==> config.mk <==
export PLATFORM = sky130hd
export DESIGN_NAME = fetch_sequencer
export DESIGN_NICKNAME = d
export VERILOG_FILES = /design/src/rtl/fetch_sequencer.sv
export SDC_FILE = /design/constraint.sdc
export NUM_CORES = 1
export LEC_CHECK = 0
export BUFFER_PORTS_ARGS = -buffer_cell sky130_fd_sc_hd__buf_2
export CORE_MARGIN = 10
export CORE_UTILIZATION = 25
export DETAILED_ROUTE_END_ITERATION = 12
export PLACE_DENSITY = 0.48
export SLEW_MARGIN = 20
export SYNTH_ARGS = -nofsm -noshare
export SYNTH_HDL_FRONTEND = slang
export SYNTH_SLANG_ARGS = --single-unit
==> constraint.sdc <==
create_clock -name clk_i -period 1.7 [get_ports clk_i]
set_input_delay 0.255 -clock clk_i [delete_from_list [all_inputs] [get_ports clk_i]]
set_output_delay 0.255 -clock clk_i [all_outputs]
set_load 0.005 [all_outputs]
==> src/rtl/fetch_sequencer.sv <==
// Control sequencer for the instruction-fetch datapath: steps PC/ROM/IR through
// fetch, decode and an optional execute-unit handshake with a watchdog.
module fetch_sequencer #(
    parameter int unsigned RomWait     = 1,
    parameter int unsigned ExecTimeout = 255
) (
    input  logic        clk_i,
    input  logic        clr_i,
    input  logic        run_i,
    input  logic [11:0] ir_i,
    input  logic        zf_i,
    input  logic        exec_done_i,
    output logic        rom_oe_o,
    output logic        ir_en_o,
    output logic        pc_en_o,
    output logic        pc_sel_o,
    output logic        exec_start_o,
    output logic        halted_o,
    output logic        fault_o,
    output logic [2:0]  state_o
);

    localparam logic [2:0] StIdle   = 3'd0;
    localparam logic [2:0] StFetch  = 3'd1;
    localparam logic [2:0] StDecode = 3'd2;
    localparam logic [2:0] StExec   = 3'd3;
    localparam logic [2:0] StHalted = 3'd4;

    localparam logic [2:0] OpNop  = 3'b000;
    localparam logic [2:0] OpJmp  = 3'b001;
    localparam logic [2:0] OpJz   = 3'b010;
    localparam logic [2:0] OpHalt = 3'b011;

    // Counter only needs to reach ExecTimeout-1; a zero timeout disables the watchdog.
    localparam int unsigned   TmoW     = (ExecTimeout > 1) ? $clog2(ExecTimeout) : 1;
    localparam bit            TmoEn    = (ExecTimeout != 0);
    localparam logic [TmoW-1:0] TmoLast = TmoW'(ExecTimeout - 1);
    localparam logic [3:0]    WaitLast = 4'(RomWait - 1);

    logic [2:0]      state_q, state_d;
    logic [3:0]      wait_q, wait_d;
    logic [TmoW-1:0] tmo_q, tmo_d;
    logic            fault_q, fault_d;
    logic [2:0]      opcode;
    logic [2:0]      state_after;

    assign opcode      = ir_i[11:9];
    assign state_after = run_i ? StFetch : StIdle;

    always_comb begin
        state_d      = state_q;
        wait_d       = wait_q;
        tmo_d        = tmo_q;
        fault_d      = fault_q;
        rom_oe_o     = 1'b0;
        ir_en_o      = 1'b0;
        pc_en_o      = 1'b0;
        pc_sel_o     = 1'b0;
        exec_start_o = 1'b0;
        halted_o     = 1'b0;

        case (state_q)
            StIdle: begin
                wait_d = '0;
                tmo_d  = '0;
                if (run_i) begin
                    state_d = StFetch;
                end
            end

            StFetch: begin
                rom_oe_o = 1'b1;
                if (wait_q == WaitLast) begin
                    ir_en_o = 1'b1;
                    wait_d  = '0;
                    state_d = StDecode;
                end else begin
                    wait_d = wait_q + 4'd1;
                end
            end

            StDecode: begin
                tmo_d = '0;
                case (opcode)
                    OpNop: begin
                        pc_en_o = 1'b1;
                        state_d = state_after;
                    end
                    OpJmp: begin
                        pc_en_o  = 1'b1;
                        pc_sel_o = 1'b1;
                        state_d  = state_after;
                    end
                    OpJz: begin
                        pc_en_o  = 1'b1;
                        pc_sel_o = zf_i;
                        state_d  = state_after;
                    end
                    OpHalt: begin
                        state_d = StHalted;
                    end
                    default: begin
                        exec_start_o = 1'b1;
                        state_d      = StExec;
                    end
                endcase
            end

            StExec: begin
                // Done wins over a watchdog expiry landing in the same cycle.
                if (exec_done_i) begin
                    pc_en_o = 1'b1;
                    tmo_d   = '0;
                    state_d = state_after;
                end else if (TmoEn && (tmo_q == TmoLast)) begin
                    fault_d = 1'b1;
                    state_d = StHalted;
                end else begin
                    tmo_d = tmo_q + 1'b1;
                end
            end

            StHalted: begin
                halted_o = 1'b1;
            end

            default: begin
                state_d = StIdle;
            end
        endcase
    end

    always_ff @(posedge clk_i or posedge clr_i) begin
        if (clr_i) begin
            state_q <= StIdle;
            wait_q  <= '0;
            tmo_q   <= '0;
            fault_q <= 1'b0;
        end else begin
            state_q <= state_d;
            wait_q  <= wait_d;
            tmo_q   <= tmo_d;
            fault_q <= fault_d;
        end
    end

    assign fault_o = fault_q;
    assign state_o = state_q;

endmodule

==> results.sh, run 1 <==
export IMPL_status="completed"
export IMPL_hold_path_class="primary input to asynchronous set/reset pin"
export IMPL_period_minus_slack_ns=1.66
export IMPL_detail_route_antenna_nets=0
export IMPL_grt_remaining_overflow=0
export IMPL_crit_arrival_ns=1.40
export IMPL_coreArea_sq_mm=0.00377
export IMPL_async_flop_share_pct=100
export IMPL_syn_num_nets=124
export IMPL_diodes=0
export IMPL_netlist_area_sq_um=1000
export IMPL_die_w_microns=83.2
export IMPL_wl_microns=2330
export IMPL_synth_cells=103
export IMPL_synth_main_ff_cell="dfrtp_1"
export IMPL_dp_cells=171
export IMPL_drcViolationCount=0
export IMPL_worst_pin_slew_ns=0.632
export IMPL_insertion_delay_ns=0.25
export IMPL_drive_above_1_share_pct=34.6
export IMPL_power_internal_uw=945
export IMPL_rr_endpoint="tmo_q[1]"
export IMPL_synth_warnings=0
export IMPL_cts_clk_slew_worst_paths_ns=0.07
export IMPL_end_kind="output port"
export IMPL_crit_end="pc_sel_o"
export IMPL_cts_tree="yes"
export IMPL_layout_setup_ws_ns=0.0410
export IMPL_syn2layout_area_growth_pct=28.0
export IMPL_final_hold_viol_count=0
export IMPL_clock_sinks=16
export IMPL_peakVddDrop_uv=480
export IMPL_power_density_mw_per_mm2=1150
export IMPL_critPathLaunchType="register"
export IMPL_start_util_pct=26.5
export IMPL_root_buffer="clkbuf_8"
export IMPL_p_clk_share_pct=23.1
export IMPL_die_h_microns=83.2
export IMPL_drtPass1Iterations=4
export IMPL_htree_levels=1
export IMPL_numCtsBuffers=3
export IMPL_drtIter0Drc=23
export IMPL_fin_crit_sh_pct=97.6
export IMPL_leakagePower_uw=0.000610
export IMPL_layout_cells_non_filler=178
export IMPL_worst_setup_path_type="register to output port"
export IMPL_finalWeightedCongestion=0.810
export IMPL_grt_pass1_vias=863
export IMPL_syn_area_per_cell_sq_um=9.71
export IMPL_fillers=393
export IMPL_grt_usage_pct=6.60
export IMPL_combPwrFrac_pct=44.2
export IMPL_num_rows=22
export IMPL_max_freq_mhz=603
export IMPL_fp_dieArea_sq_mm=0.00693
export IMPL_slew_violations=0
export IMPL_grt_pass1_wl_microns=4040
export IMPL_r2r_cells=6
export IMPL_switching_share_pct=35.9
export IMPL_regArea_sq_um=400
export IMPL_synth_edff_count=0
export IMPL_grt_max_degree=17
export IMPL_cp_required_ns=1.44
export IMPL_final_nets=152
export IMPL_cp_max_fo=4
export IMPL_antenna_found_initial=0
export IMPL_synth_top_area_cell="dfrtp_1"
export IMPL_wire_per_inst_microns=13.1
export IMPL_clock_skew_ns=0.00373
export IMPL_reg2reg_from="tmo_q[0]"
export IMPL_synth_area_leaders="dfrtp_1, ha_1, xor2_1, o21ai_0, nor3b_1"
export IMPL_rrSetupSlack_ns=0.16
export IMPL_ys_ff_latch=16
export IMPL_yosysSeqAreaShare_pct=40.1
export IMPL_maxCapViolations=0
export IMPL_io_pins=27
export IMPL_via_per_inst=4.75
export IMPL_multiInputGateArea_sq_um=586
export IMPL_layout_commonest_cell="buf_2"
export IMPL_crit_start="state_o[2]"
export IMPL_final_cell_mix="buf_2, dfrtp_1, buf_4, nor2_1"
export IMPL_dp_slack_ns=0.101
export IMPL_dpl_hpwl_microns=1800
export IMPL_slew_headroom_pct=57.8
export IMPL_vias=846
export IMPL_setup_viol=0
export IMPL_synth_cell_types=39
export IMPL_hold_buffers=0
export IMPL_numPortBuffers=17
export IMPL_synth_top_area_share_pct=40.1
export IMPL_pwr_share_seq_pct=32.7
export IMPL_clock_path_buffers=2
export IMPL_power_switching_uw=529
export IMPL_rsz0062_at_grt="yes"
power by group through the flow:
stage / Sequential (uW) / Combinational [uW] / Clock (uW)
2_1_floorplan: 473 / 368 / 0
6_report: 482 / 652 / 340
3_3_place_gp: 487 / 591 / 0
3_5_place_dp: 487 / 596 / 0
4_1_cts: 481 / 605 / 350
5_1_grt: 488 / 729 / 370
cell type report:
type / count / area share [%]
timing repair buffer: 26 / 12.2
inverter: 6 / 1.76
tap: 48 / 4.69
clock buffer: 4 / 4.30
multi-input combinational: 78 / 45.7
sequential: 16 / 31.3
kinds of logic after synthesis:
group	synth area share, %
simple gates	26.4
compound gates	17.3
flops	40.0
buf+inv	3.75
xor+xnor	4.38
fa+ha+maj	5.01
mux	3.13
metrics by stage:
| step | hold WS (ns) | instance area, sq um | utilization (%) | power (uW) | setup TNS (ns) |
|---|---|---|---|---|---|
| 4_1_cts | 0.107 | 1240 | 32.8 | 1440 | 0 |
| 5_1_grt | 0.145 | 1280 | 33.9 | 1590 | -0.0496 |
| 2_1_floorplan | 0.169 | 1000 | - | 841 | 0 |
| 3_5_place_dp | 0.376 | 1170 | 31.2 | 1080 | 0 |
| 3_3_place_gp | 0.362 | 1170 | 31.2 | 1080 | 0 |
| 6_report | 0.0788 | 1280 | 33.9 | 1470 | 0 |
timing repair:
item                                    in CTS  in global routing
endpoints found under the setup margin       2                  9
pin swaps                                    0                  1
endpoints found under the hold margin        0                  0
resized for setup                            2                  6
buffers inserted                             0                  3
how the worst min path moves through the flow:
stage	to	slack (ns)
finish	tmo_q[4]	0.08
global route	tmo_q[5]	0.14
CTS	tmo_q[4]	0.11
detailed placement	tmo_q[5]	0.38
global placement	tmo_q[5]	0.36
floorplan	fault_o	0.17
layer usage:
layer | routed length (microns) | GRT usage, % | vias up
li1 | - | - | 427
met1 | 1240 | 9.20 | 400
met2 | 978 | 9.22 | 17
met3 | 84 | 1.37 | 2
met4 | 34 | 3.23 | 0
met5 | 0 | 0 | -
flip-flops by register name (all words and copies together), names as in the netlist:
name	count
fault_o	1
state_o	3
tmo_q	8
wait_q	4
cell usage after synthesis (all sizes together), types with 2 or more instances:
cell type	count
a21o	2
a21oi	2
a31oi	2
and3	4
buf	3
dfrtp	16
ha	4
inv	6
mux2i	2
nand2	3
nand2b	2
nand3	5
nand3b	3
nor2	8
nor3	5
nor3b	4
o211ai	4
o21ai	8
o21bai	2
xor2	4
worst max-delay path, cell delays in order (launching register included):
cell	delay [ns]
dfrtp_1	0.41
nand2b_1	0.20
nor3_2	0.24
a21boi_2	0.19
buf_2	0.12
No activity file was read; power rests on OpenSTA's default activity.
==> inputs of run 2 (changes only) <==
--- a/config.mk
+++ b/config.mk
@@ -5,11 +5,12 @@
 export SDC_FILE = /design/constraint.sdc
 export NUM_CORES = 1
 export LEC_CHECK = 0
+export ABC_AREA = 1
 export BUFFER_PORTS_ARGS = -buffer_cell sky130_fd_sc_hd__buf_2
 export CORE_MARGIN = 10
 export CORE_UTILIZATION = 25
 export DETAILED_ROUTE_END_ITERATION = 12
-export PLACE_DENSITY = 0.48
+export PLACE_DENSITY = 0.47
 export SLEW_MARGIN = 20
 export SYNTH_ARGS = -nofsm -noshare
 export SYNTH_HDL_FRONTEND = slang
==> run 2 against run 1 <==
Against the previous run:
- cell count grew 30%
- worst hold slack gained 0.011 ns
- clock power is essentially flat
- via count grew 25%
- register-to-register slack gained 0.07 ns
- count of clock-buffer cells in the layout is the same
- synthesized cell count grew 52%
- first-iteration DRC count is the same
- utilization shrank 3.0 points
- critical path depth grew 1
- power grew 11%
- flip-flop and latch count is the same
- largest cell class unchanged
==> results.sh, run 2 <==
export IMPL_status="completed"
export IMPL_numPortBuffers=17
export IMPL_grt_max_degree=17
export IMPL_period_minus_slack_ns=1.57
export IMPL_max_freq_mhz=636
export IMPL_cpPeakStageDelay_ns=0.40
export IMPL_root_buffer="clkbuf_8"
export IMPL_grt_usage_pct=7.35
export IMPL_coreArea_sq_mm=0.00441
export IMPL_detail_route_antenna_nets=0
export IMPL_synth_area_leaders="dfrtp_1, nand2_1, nand3_1, nor2_1, inv_1"
export IMPL_leakagePower_uw=0.000693
export IMPL_yosysSeqAreaShare_pct=34.7
export IMPL_cp_max_fo=5
export IMPL_largest_reg_flops=8
export IMPL_dp_slack_ns=0.224
export IMPL_maxCapViolations=0
export IMPL_layout_setup_ws_ns=0.128
export IMPL_start_util_pct=26.1
export IMPL_r2r_cells=9
export IMPL_peakVddDrop_uv=551
export IMPL_diodes=0
export IMPL_fin_crit_sh_pct=92.4
export IMPL_p_clk_share_pct=21.0
export IMPL_grt_remaining_overflow=0
export IMPL_synthTopCellsByCount="nand2_1, nand3_1, nor2_1"
export IMPL_grt_pass1_wl_microns=4640
export IMPL_cts_clk_slew_worst_paths_ns=0.07
export IMPL_synth_warnings=0
export IMPL_antenna_found_initial=0
export IMPL_slew_violations=0
export IMPL_grt_pass1_vias=1048
export IMPL_synth_cell_types=24
export IMPL_die_w_microns=87.9
export IMPL_wire_per_inst_microns=11.6
export IMPL_async_flop_share_pct=100
export IMPL_drcViolationCount=0
export IMPL_layout_commonest_cell="nand2_1"
export IMPL_die_h_microns=87.9
export IMPL_final_nets=201
export IMPL_numCtsBuffers=3
export IMPL_top_register="tmo_q"
export IMPL_power_switching_uw=717
export IMPL_dpl_hpwl_microns=2060
export IMPL_drtIter0Drc=23
export IMPL_crit_path_top_delay_cell="dfrtp_1"
export IMPL_vias=1056
export IMPL_end_kind="output port"
export IMPL_rsz0062_at_grt="no"
export IMPL_clock_path_buffers=2
export IMPL_num_rows=24
export IMPL_final_cell_mix="nand2_1, nand3_1, nor2_1, inv_1, buf_2"
export IMPL_power_internal_uw=913
export IMPL_final_setup_tns_ns=0
export IMPL_finalWeightedCongestion=0.783
export IMPL_fp_dieArea_sq_mm=0.00772
export IMPL_drive_above_1_share_pct=22.9
export IMPL_hold_buffers=0
export IMPL_path_cells="inv_1 > ha_1 > nand3_2 > nor2_1 > buf_2"
export IMPL_switching_share_pct=44.0
export IMPL_slew_headroom_pct=55.8
export IMPL_htree_levels=1
export IMPL_synth_cells=157
export IMPL_final_hold_viol_count=0
export IMPL_netlist_area_sq_mm=0.00115
export IMPL_synth_most_common_cell="nand2_1"
export IMPL_syn_area_per_cell_sq_um=7.34
export IMPL_crit_arrival_ns=1.32
export IMPL_io_pins=27
export IMPL_worst_pin_slew_ns=0.662
export IMPL_cp_required_ns=1.44
export IMPL_wl_microns=2690
export IMPL_via_per_inst=4.57
export IMPL_pwr_share_seq_pct=30.7
export IMPL_synth_edff_count=0
export IMPL_cts_tree="yes"
export IMPL_setup_viol=0
export IMPL_clock_skew_ns=0.00139
export IMPL_worst_setup_path_type="register to output port"
export IMPL_dp_cells=225
export IMPL_insertion_delay_ns=0.25
export IMPL_clock_sinks=16
export IMPL_power_density_mw_per_mm2=1190
export IMPL_ys_ff_latch=16
export IMPL_combPwrFrac_pct=48.3
export IMPL_synth_top_area_share_pct=34.7
export IMPL_synth_top_area_cell="dfrtp_1"
export IMPL_drtPass1Iterations=4
export IMPL_hold_path_class="primary input to asynchronous set/reset pin"
export IMPL_syn_num_nets=178
export IMPL_layout_cells_non_filler=231
export IMPL_synth_main_ff_cell="dfrtp_1"
export IMPL_critPathLaunchType="register"
export IMPL_syn2layout_area_growth_pct=18.6
-- run 2: changes by cell type after synthesis, sizes merged, moves of 3 or more --
cell / before / now
nor2: 8 / 22
and3: 4 / 0
buf: 3 / 0
inv: 6 / 21
nor3b: 4 / 0
nand3b: 3 / 0
nand2: 3 / 43
o211ai: 4 / 0
nand3: 5 / 27
-- run 2: timing repair --
item / 4_1_cts / 5_1_grt
gates resized for setup: 0 / 3
endpoints found under the setup margin: 1 / 2
pin swaps: 1 / 0
hold endpoints to repair: 0 / 0
setup buffers: 2 / 0
-- run 2: final cells by class --
type | instances | area, sq um
fill | 491 | 3050
multi-input combinational | 119 | 657
sequential | 16 | 403
timing repair buffer | 19 | 100
inverter | 21 | 86.3
tap | 52 | 65.1
clock buffer | 4 | 55.1
-- run 2: path summary, 6_finish.rpt --
kind,start,end,slack (ns)
worst max-delay path,wait_q[0],ir_en_o,0.13
worst min-delay path,clr_i,tmo_q[4],0.09
worst max register to register,tmo_q[0],tmo_q[5],0.23
worst min register to register,fault_o,fault_o,0.48
max in group asynchronous,clr_i,state_o[0],1.15
min in group clk_i,exec_done_i,tmo_q[5],0.41
-- run 2: cell families (layout without fill, tap and decap cells) --
family	Yosys count	after routing	synth area share, %
simple gates	98	98	43.0
fa+ha+maj	4	4	4.34
buf+inv	22	44	8.69
xor+xnor	3	3	2.28
compound gates	14	14	6.95
flops	16	16	34.7
-- run 2: worst max-delay path, delay by kind of cell, from the launching register on --
kind                       cells  cell delay, ns
and+or+nand+nor                2            0.25
DFF                            1            0.40
adders and majority gates      1            0.17
buffers and inverters          2            0.24
-- run 2: metrics by stage --
stage,cell area (sq um),util (%),hold WS (ns),power [uW]
2_1_floorplan,1150,-,0.169,1040
3_3_place_gp,1290,29.2,0.403,1270
3_5_place_dp,1290,29.2,0.396,1270
4_1_cts,1360,30.8,0.119,1660
5_1_grt,1370,31.0,0.150,1780
6_report,1370,31.0,0.0898,1630
-- run 2: power by group through the flow --
stage | sequential [uW] | clock [uW] | combinational (uW)
finish | 501 | 342 | 787
global route | 514 | 373 | 896
CTS | 499 | 361 | 805
detailed placement | 506 | 0 | 759
global placement | 506 | 0 | 764
floorplan | 498 | 0 | 538
-- run 2: routing by layer --
metal | share of wire [%] | wire (microns) | global-route usage, % | up-vias
met4 | 0.71 | 19 | 1.74 | 0
met2 | 50 | 1350 | 13.0 | 15
li1 | - | - | - | 552
met3 | 4.9 | 132 | 2.51 | 2
met1 | 44 | 1190 | 8.28 | 487
met5 | 0 | 0 | 0 | -
